[src/rtl/fp_div_seq_pkg.sv]
// Shared FP32 special values, divider state encoding and small helpers.
package fp_div_seq_pkg;

    // Number of quotient bits produced: 1 integer + 23 fraction + guard + 2 extra.
    localparam int ITER = 27;

    // Iteration counter value of the last restoring step.
    localparam logic [4:0] CNT_LAST = 5'(ITER - 1);

    // Special FP32 encodings; signed variants are built from these.
    localparam logic [31:0] FP_QNAN  = 32'h7FC0_0000;
    localparam logic [31:0] FP_PINF  = 32'h7F80_0000;
    localparam logic [31:0] FP_PZERO = 32'h0000_0000;

    typedef enum logic [1:0] {
        IDLE = 2'd0,
        DIV  = 2'd1,
        NORM = 2'd2,
        RND  = 2'd3
    } fp_div_state_t;

    // Infinity carrying the requested sign.
    function automatic logic [31:0] fp_signed_inf(input logic sign);
        return FP_PINF | {sign, 31'd0};
    endfunction

    // Zero carrying the requested sign.
    function automatic logic [31:0] fp_signed_zero(input logic sign);
        return FP_PZERO | {sign, 31'd0};
    endfunction

endpackage

[src/rtl/fp_div_seq_classify.sv]
// Combinational FP32 operand classifier (flush-to-zero: exponent 0 counts as zero).
module fp_classify (
    input  logic [31:0] op,
    output logic        is_zero,
    output logic        is_inf,
    output logic        is_nan,
    output logic        sign
);

    logic [7:0]  exp_s;
    logic [22:0] frac_s;

    assign exp_s  = op[30:23];
    assign frac_s = op[22:0];

    // Decode the operand class from exponent and fraction fields
    always_comb begin
        sign    = op[31];
        is_zero = (exp_s == 8'd0);
        is_inf  = (exp_s == 8'hFF) && (frac_s == 23'd0);
        is_nan  = (exp_s == 8'hFF) && (frac_s != 23'd0);
    end

endmodule

[src/rtl/fp_div_seq.sv]
// Iterative FP32 divider Y = A / B: one restoring quotient bit per clock,
// then a normalise cycle and a round-to-nearest-even cycle. Specials finish
// in the accept cycle. Subnormal inputs and results are flushed to zero.
module fp_div_seq
    import fp_div_seq_pkg::*;
(
    input  logic        clk,
    input  logic        rst_n,
    input  logic        start,
    input  logic [31:0] A,
    input  logic [31:0] B,
    output logic        busy,
    output logic        done,
    output logic [31:0] Y,
    output logic        NV,
    output logic        DZ,
    output logic        OF,
    output logic        UF
);

    fp_div_state_t state_r, state_next_s;

    // Operand classification
    logic a_zero_s, a_inf_s, a_nan_s, a_sign_s;
    logic b_zero_s, b_inf_s, b_nan_s, b_sign_s;
    logic accept_s, special_s;
    logic [31:0] spec_y_s;
    logic spec_nv_s, spec_dz_s;

    // Iteration datapath state
    logic               sign_r;
    logic signed [9:0]  exp_r;
    logic [23:0]        mb_r;
    logic [24:0]        rem_r;
    logic [26:0]        q_r;
    logic [4:0]         cnt_r;
    logic [23:0]        mant_r;
    logic               guard_r;
    logic               sticky_r;

    // Combinational step / normalise / round values
    logic               rem_ge_s;
    logic [23:0]        rem_sub_s;
    logic [26:0]        q_norm_s;
    logic signed [9:0]  exp_norm_s;
    logic               round_up_s;
    logic [24:0]        mant_sum_s;
    logic [22:0]        mant_rnd_s;
    logic signed [9:0]  exp_rnd_s;
    logic [31:0]        rnd_y_s;
    logic               rnd_of_s, rnd_uf_s;

    // Registered outputs
    logic        busy_r, done_r;
    logic [31:0] y_r;
    logic        nv_r, dz_r, of_r, uf_r;

    fp_classify u_class_a (
        .op      (A),
        .is_zero (a_zero_s),
        .is_inf  (a_inf_s),
        .is_nan  (a_nan_s),
        .sign    (a_sign_s)
    );

    fp_classify u_class_b (
        .op      (B),
        .is_zero (b_zero_s),
        .is_inf  (b_inf_s),
        .is_nan  (b_nan_s),
        .sign    (b_sign_s)
    );

    assign accept_s  = (state_r == IDLE) && start;
    assign special_s = a_zero_s | a_inf_s | a_nan_s | b_zero_s | b_inf_s | b_nan_s;

    // Result and flags for operands that bypass the iteration
    always_comb begin
        spec_y_s  = FP_PZERO;
        spec_nv_s = 1'b0;
        spec_dz_s = 1'b0;
        if (a_nan_s || b_nan_s || (a_zero_s && b_zero_s) || (a_inf_s && b_inf_s)) begin
            spec_y_s  = FP_QNAN;
            spec_nv_s = 1'b1;
        end else if (a_inf_s) begin
            // B is finite here, zero included: INF / finite is a plain INF
            spec_y_s = fp_signed_inf(a_sign_s ^ b_sign_s);
        end else if (b_zero_s) begin
            // A is finite and nonzero here
            spec_y_s  = fp_signed_inf(a_sign_s ^ b_sign_s);
            spec_dz_s = 1'b1;
        end else begin
            // 0 / nonzero or finite / INF
            spec_y_s = fp_signed_zero(a_sign_s ^ b_sign_s);
        end
    end

    // Next-state logic for the IDLE -> DIV -> NORM -> RND sequence
    always_comb begin
        state_next_s = state_r;
        case (state_r)
            IDLE: begin
                if (start && !special_s) begin
                    state_next_s = DIV;
                end else begin
                    state_next_s = IDLE;
                end
            end
            DIV: begin
                if (cnt_r == CNT_LAST) begin
                    state_next_s = NORM;
                end else begin
                    state_next_s = DIV;
                end
            end
            NORM:    state_next_s = RND;
            RND:     state_next_s = IDLE;
            default: state_next_s = IDLE;
        endcase
    end

    // State register and busy flag
    always_ff @(posedge clk or negedge rst_n) begin
        if (!rst_n) begin
            state_r <= IDLE;
            busy_r  <= 1'b0;
        end else begin
            state_r <= state_next_s;
            busy_r  <= (state_next_s != IDLE);
        end
    end

    // One restoring-division step on the current partial remainder
    always_comb begin
        rem_ge_s = (rem_r >= {1'b0, mb_r});
        if (rem_ge_s) begin
            rem_sub_s = 24'(rem_r - {1'b0, mb_r});
        end else begin
            rem_sub_s = rem_r[23:0];
        end
    end

    // Bring the quotient MSB to bit 26 when the mantissa ratio was below 1
    always_comb begin
        if (q_r[26]) begin
            q_norm_s   = q_r;
            exp_norm_s = exp_r;
        end else begin
            q_norm_s   = {q_r[25:0], 1'b0};
            exp_norm_s = exp_r - 10'sd1;
        end
    end

    // Round to nearest even, then range-check the final exponent
    always_comb begin
        round_up_s = guard_r & (sticky_r | mant_r[0]);
        mant_sum_s = {1'b0, mant_r} + {24'd0, round_up_s};
        if (mant_sum_s[24]) begin
            mant_rnd_s = mant_sum_s[23:1];
            exp_rnd_s  = exp_r + 10'sd1;
        end else begin
            mant_rnd_s = mant_sum_s[22:0];
            exp_rnd_s  = exp_r;
        end
        rnd_of_s = 1'b0;
        rnd_uf_s = 1'b0;
        if (exp_rnd_s >= 10'sd255) begin
            rnd_y_s  = fp_signed_inf(sign_r);
            rnd_of_s = 1'b1;
        end else if (exp_rnd_s <= 10'sd0) begin
            rnd_y_s  = fp_signed_zero(sign_r);
            rnd_uf_s = 1'b1;
        end else begin
            rnd_y_s = {sign_r, exp_rnd_s[7:0], mant_rnd_s};
        end
    end

    // Iteration datapath: operand latch, quotient bits, normalisation
    always_ff @(posedge clk or negedge rst_n) begin
        if (!rst_n) begin
            sign_r   <= 1'b0;
            exp_r    <= 10'sd0;
            mb_r     <= 24'd0;
            rem_r    <= 25'd0;
            q_r      <= 27'd0;
            cnt_r    <= 5'd0;
            mant_r   <= 24'd0;
            guard_r  <= 1'b0;
            sticky_r <= 1'b0;
        end else begin
            case (state_r)
                IDLE: begin
                    if (start && !special_s) begin
                        sign_r <= A[31] ^ B[31];
                        exp_r  <= $signed({2'b00, A[30:23]}) - $signed({2'b00, B[30:23]}) + 10'sd127;
                        mb_r   <= {1'b1, B[22:0]};
                        rem_r  <= {2'b01, A[22:0]};
                        q_r    <= 27'd0;
                        cnt_r  <= 5'd0;
                    end else begin
                        cnt_r <= 5'd0;
                    end
                end
                DIV: begin
                    rem_r <= {rem_sub_s, 1'b0};
                    q_r   <= {q_r[25:0], rem_ge_s};
                    cnt_r <= cnt_r + 5'd1;
                end
                NORM: begin
                    exp_r    <= exp_norm_s;
                    mant_r   <= q_norm_s[26:3];
                    guard_r  <= q_norm_s[2];
                    sticky_r <= (|q_norm_s[1:0]) | (rem_r != 25'd0);
                end
                RND: begin
                    cnt_r <= 5'd0;
                end
                default: begin
                    cnt_r <= 5'd0;
                end
            endcase
        end
    end

    // Result register, flags and the one-cycle done pulse
    always_ff @(posedge clk or negedge rst_n) begin
        if (!rst_n) begin
            done_r <= 1'b0;
            y_r    <= 32'h0000_0000;
            nv_r   <= 1'b0;
            dz_r   <= 1'b0;
            of_r   <= 1'b0;
            uf_r   <= 1'b0;
        end else begin
            done_r <= 1'b0;
            if (accept_s) begin
                of_r <= 1'b0;
                uf_r <= 1'b0;
                if (special_s) begin
                    y_r    <= spec_y_s;
                    nv_r   <= spec_nv_s;
                    dz_r   <= spec_dz_s;
                    done_r <= 1'b1;
                end else begin
                    nv_r <= 1'b0;
                    dz_r <= 1'b0;
                end
            end else if (state_r == RND) begin
                y_r    <= rnd_y_s;
                nv_r   <= 1'b0;
                dz_r   <= 1'b0;
                of_r   <= rnd_of_s;
                uf_r   <= rnd_uf_s;
                done_r <= 1'b1;
            end else begin
                y_r <= y_r;
            end
        end
    end

    assign busy = busy_r;
    assign done = done_r;
    assign Y    = y_r;
    assign NV   = nv_r;
    assign DZ   = dz_r;
    assign OF   = of_r;
    assign UF   = uf_r;

endmodule
[config.mk]
export PLATFORM = sky130hd
export DESIGN_NAME = fp_div_seq
export DESIGN_NICKNAME = d
export VERILOG_FILES = /design/src/rtl/fp_div_seq_pkg.sv /design/src/rtl/fp_div_seq_classify.sv /design/src/rtl/fp_div_seq.sv
export SDC_FILE = /design/constraint.sdc
export NUM_CORES = 1
export LEC_CHECK = 0
export ABC_AREA = 1
export CAP_MARGIN = 5
export CORE_UTILIZATION = 45
export CTS_CLUSTER_DIAMETER = 30
export DETAILED_ROUTE_END_ITERATION = 6
export PLACE_DENSITY = 0.65
export SLEW_MARGIN = 10
export SYNTH_ARGS = -nofsm -noshare
export SYNTH_HDL_FRONTEND = slang
export SYNTH_HIERARCHICAL = 1
export SYNTH_SLANG_ARGS = --single-unit
[constraint.sdc]
create_clock -name clk -period 2.75 [get_ports clk]
set_input_delay 0.825 -clock clk [delete_from_list [all_inputs] [get_ports clk]]
set_output_delay 0.825 -clock clk [all_outputs]
set_load 0.02 [all_outputs]
==> summary.txt <==
Status: finished, final reports clean
Hold Violations, Final: 0
Gr usage total: 0.261
Hold Path Class: in2async
Die Ht: 155 um
Largest family of logic cells by synthesized area: simple AND/OR/NAND/NOR gates
Top cell type's share of synthesized area: 0.375
Die Area: 24,000 um^2
DR vias: 10.6k
Reg clk slew, reported paths: 0.07 ns
P&R area growth vs syn: 32.9%
First-pass GRT wire length: 50.0 mm
Layout Cells excl Fill: 2,013
Power per cell area: 944 nW/um^2
Synth Cell Area: 10,500 um^2
Number of synthesized flops with an enable pin: 0
Share of cells above drive strength 1: 0.171
Hold WS: 0.291 ns
Fin crit period: 2.67 ns
Syn Nets: 1,581
Cell total after placement: 1,950
CP max FO: 15
DP Wirelength: 22.6 mm
Final Slew Violations: 0
Final #Nets: 1,801
I/O Buffers: 104
GRT overflow: 0
R2r endpoint: Y[12]
Final period utilization: 0.972
Post-synthesis simple-gate area fraction: 0.281
Synth Register Bits: 158
Root Driver: clkbuf_16
R2R depth: 20
Num ports: 105
Slew at the pin closest to its max-slew limit: 0.510 ns
Routed met1 length: 13.9 mm
Uppermost layer routed: met4
Pleak: 6.77 nW
Top cells by area, synth: dfrtp_1 38%, nand2_1 12%, inv_1 6.4%, o21ai_0 6.0%, nor2_1 5.9%
CTS Hold Bufs: 0
Maximum buffer depth of the clock tree: 2
Setup slack, reg-to-reg: 0.09 ns
Met3 routed WL: 1.18 mm
Synth Area in Compound Gates: 0.161
Final setup violation count: 0
Async SR Flop Fraction: 1.00
TritonCTS clock tree: yes
FILL cells: 2,073
Final instance area: 14,000 um^2
Row count: 55
Clock Latency Late Sink: 0.44 ns
Seq. cell area: 3950 um^2
R2R Path Start: sticky_r
Initial antenna violation count: 0
CP Capture Type: register
Multi-input gate area: 5950 um^2
Vias in the first global route: 10.1k
Core area: 22,800 um^2
Routed len/inst: 15.4 um
Mux cell area share after synthesis: 0.000951
Largest net degree at the start of global routing: 65
Area leader, netlist: dfrtp_1
CTS sink cnt: 158
Placed Area: 12,700 um^2
Die W: 155 um
Post-synth cell types: 47
# diodes: 0
Pre-Repair DR Iteration Count: 7
Synth Area in XOR/XNOR: 0.0349
Crit path launch type: input port
Starting density of the core: 0.462
H-tree depth: 4
DR vias/cell: 5.25
Wirelength, routed: 31.0 mm
Final setup TNS: 0 ns
Most frequent cell after synthesis: nand2_1
CTS Buf Count: 17
Final Skew: 0.0175 ns
Max rail drop VDD: 0.000891 V
Syn Area/Cell: 7.18 um^2
Seq/Total Area, Yosys: 0.375
Residual DRC: 0
Max-cap violations: 0
Top cells by count, synth: 326 x nand2_1, 179 x inv_1, 165 x nor2_1
Synth warn: 6
RePlAce Congestion: 0.929
Main synth FF type: dfrtp_1
CP Data Required Time: 3.07 ns
DR WL met2: 15.1 mm
Critical path class: in2reg
WP data arrival: 3.00 ns
RSZ-0062 raised after global routing: true
Max_slew headroom: 0.657
Mapped Cells: 1,467
Antenna-violating nets left: 0
Fmax: 0.374 GHz
Drt initial violations: 587
Synth Area in Adders: 0.0573
==> through the flow <==
step | setup slack (ns) | utilization | power [mW]
6_report | 0.0774 | 0.615 | 13.2
5_1_grt | -0.0604 | 0.615 | 14.2
3_3_place_gp | -0.776 | 0.557 | 10.2
2_1_floorplan | 0.0494 | - | 8.05
3_5_place_dp | -0.905 | 0.557 | 10.3
4_1_cts | 0.00305 | 0.591 | 12.9
==> routing by layer <==
| metal | global-route usage | vias up |
|---|---|---|
| met5 | 0 | - |
| met4 | 0.0938 | 0 |
| met3 | 0.0382 | 54 |
| met2 | 0.443 | 296 |
| met1 | 0.337 | 4940 |
| li1 | - | 5270 |
==> repair_timing <==
action	4_1_cts	5_1_grt
setup buffers	13	14
setup endpoints to repair	118	120
pin swaps	31	49
cloned	1	3
resized for setup	48	113
==> where the power goes <==
group,total [mW],internal (mW),leakage [nW],switching [mW]
registers,3.35,2.83,2.05,0.518
logic,7.39,2.75,4.43,4.64
clock network,2.48,1.38,0.290,1.10
total,13.2,6.96,6.77,6.26
==> critical path, stage by stage <==
cell and delay (ns):
dlygate4sd2_1 0.27, nor2_4 0.15, nand2_1 0.10, nor2_4 0.15
nand3_4 0.12, buf_6 0.15, nor2_4 0.10, nor2_1 0.07
nand2_2 0.10, nor3_4 0.05, nand3_2 0.09, buf_6 0.12
inv_1 0.06, nor2_2 0.14, inv_2 0.08, buf_12 0.13
clkbuf_16 0.16, nand2_1 0.08, o21ai_2 0.05
==> placed cells by master (no fill, tap or decap), types with 4 or more instances in the layout <==
cell	Yosys	final
nand2_1	326	309
inv_1	179	172
dfrtp_1	158	158
nor2_1	165	151
buf_4	4	128
o21ai_0	126	118
a21oi_1	107	100
nand3_1	89	84
clkdlybuf4s50_1	0	47
nand4_1	44	44
ha_1	45	41
xor2_1	30	29
dlygate4sd2_1	0	28
dlymetal6s2s_1	0	28
o22ai_1	28	27
o21ai_2	21	20
clkbuf_16	0	19
nand2_2	5	18
xnor2_1	12	12
o21ai_1	3	11
nand3b_1	11	11
buf_6	4	11
nor2_2	1	9
nor3_1	11	9
inv_2	3	9
a21oi_2	1	8
buf_12	0	8
nor2_4	1	7
a31oi_1	6	5
nand2_4	3	5
nor4_1	5	5
nand3_2	2	4
inv_8	0	4
==> cell type report <==
type / instances / area share
Clock buffer: 18 / 0.0307
Clock inverter: 14 / 0.0127
Inverter: 184 / 0.0499
Multi-Input combinational cell: 1071 / 0.425
Sequential cell: 158 / 0.282
Tap cell: 313 / 0.0280
Timing Repair Buffer: 254 / 0.171
Timing Repair inverter: 1 / 0.000447
==> worst max-delay path by stage <==
stage	slack (ns)	start	depth (start not counted)	endpoint
after floorplan	0.05	B[15]	17	Y[3]
after global placement	-0.78	A[1]	17	q_r[20]
after detailed placement	-0.91	A[1]	17	q_r[20]
after CTS	0.003	B[7]	20	rem_r[24]
after global routing	-0.06	sticky_r	20	Y[12]
final	0.08	A[0]	19	Y[2]
==> flip-flops by register name, summed over array words and instances, names as in the netlist <==
signal,flops
NV,1
sign_r,1
UF,1
exp_r,10
state_r,2
mb_r,24
OF,1
Y,32
DZ,1
done,1
rem_r,25
guard_r,1
mant_r,24
q_r,27
busy,1
sticky_r,1
cnt_r,5
==> kinds of logic (layout without fill, tap and decap cells) <==
logic type / Yosys count / count (layout)
mux: 1 / 1
compound gates: 306 / 306
buf+inv: 238 / 471
fa+ha+maj: 47 / 47
simple gates: 675 / 675
flops: 158 / 158
xor+xnor: 42 / 42
Note: power is estimated with default switching activity, not from simulation.
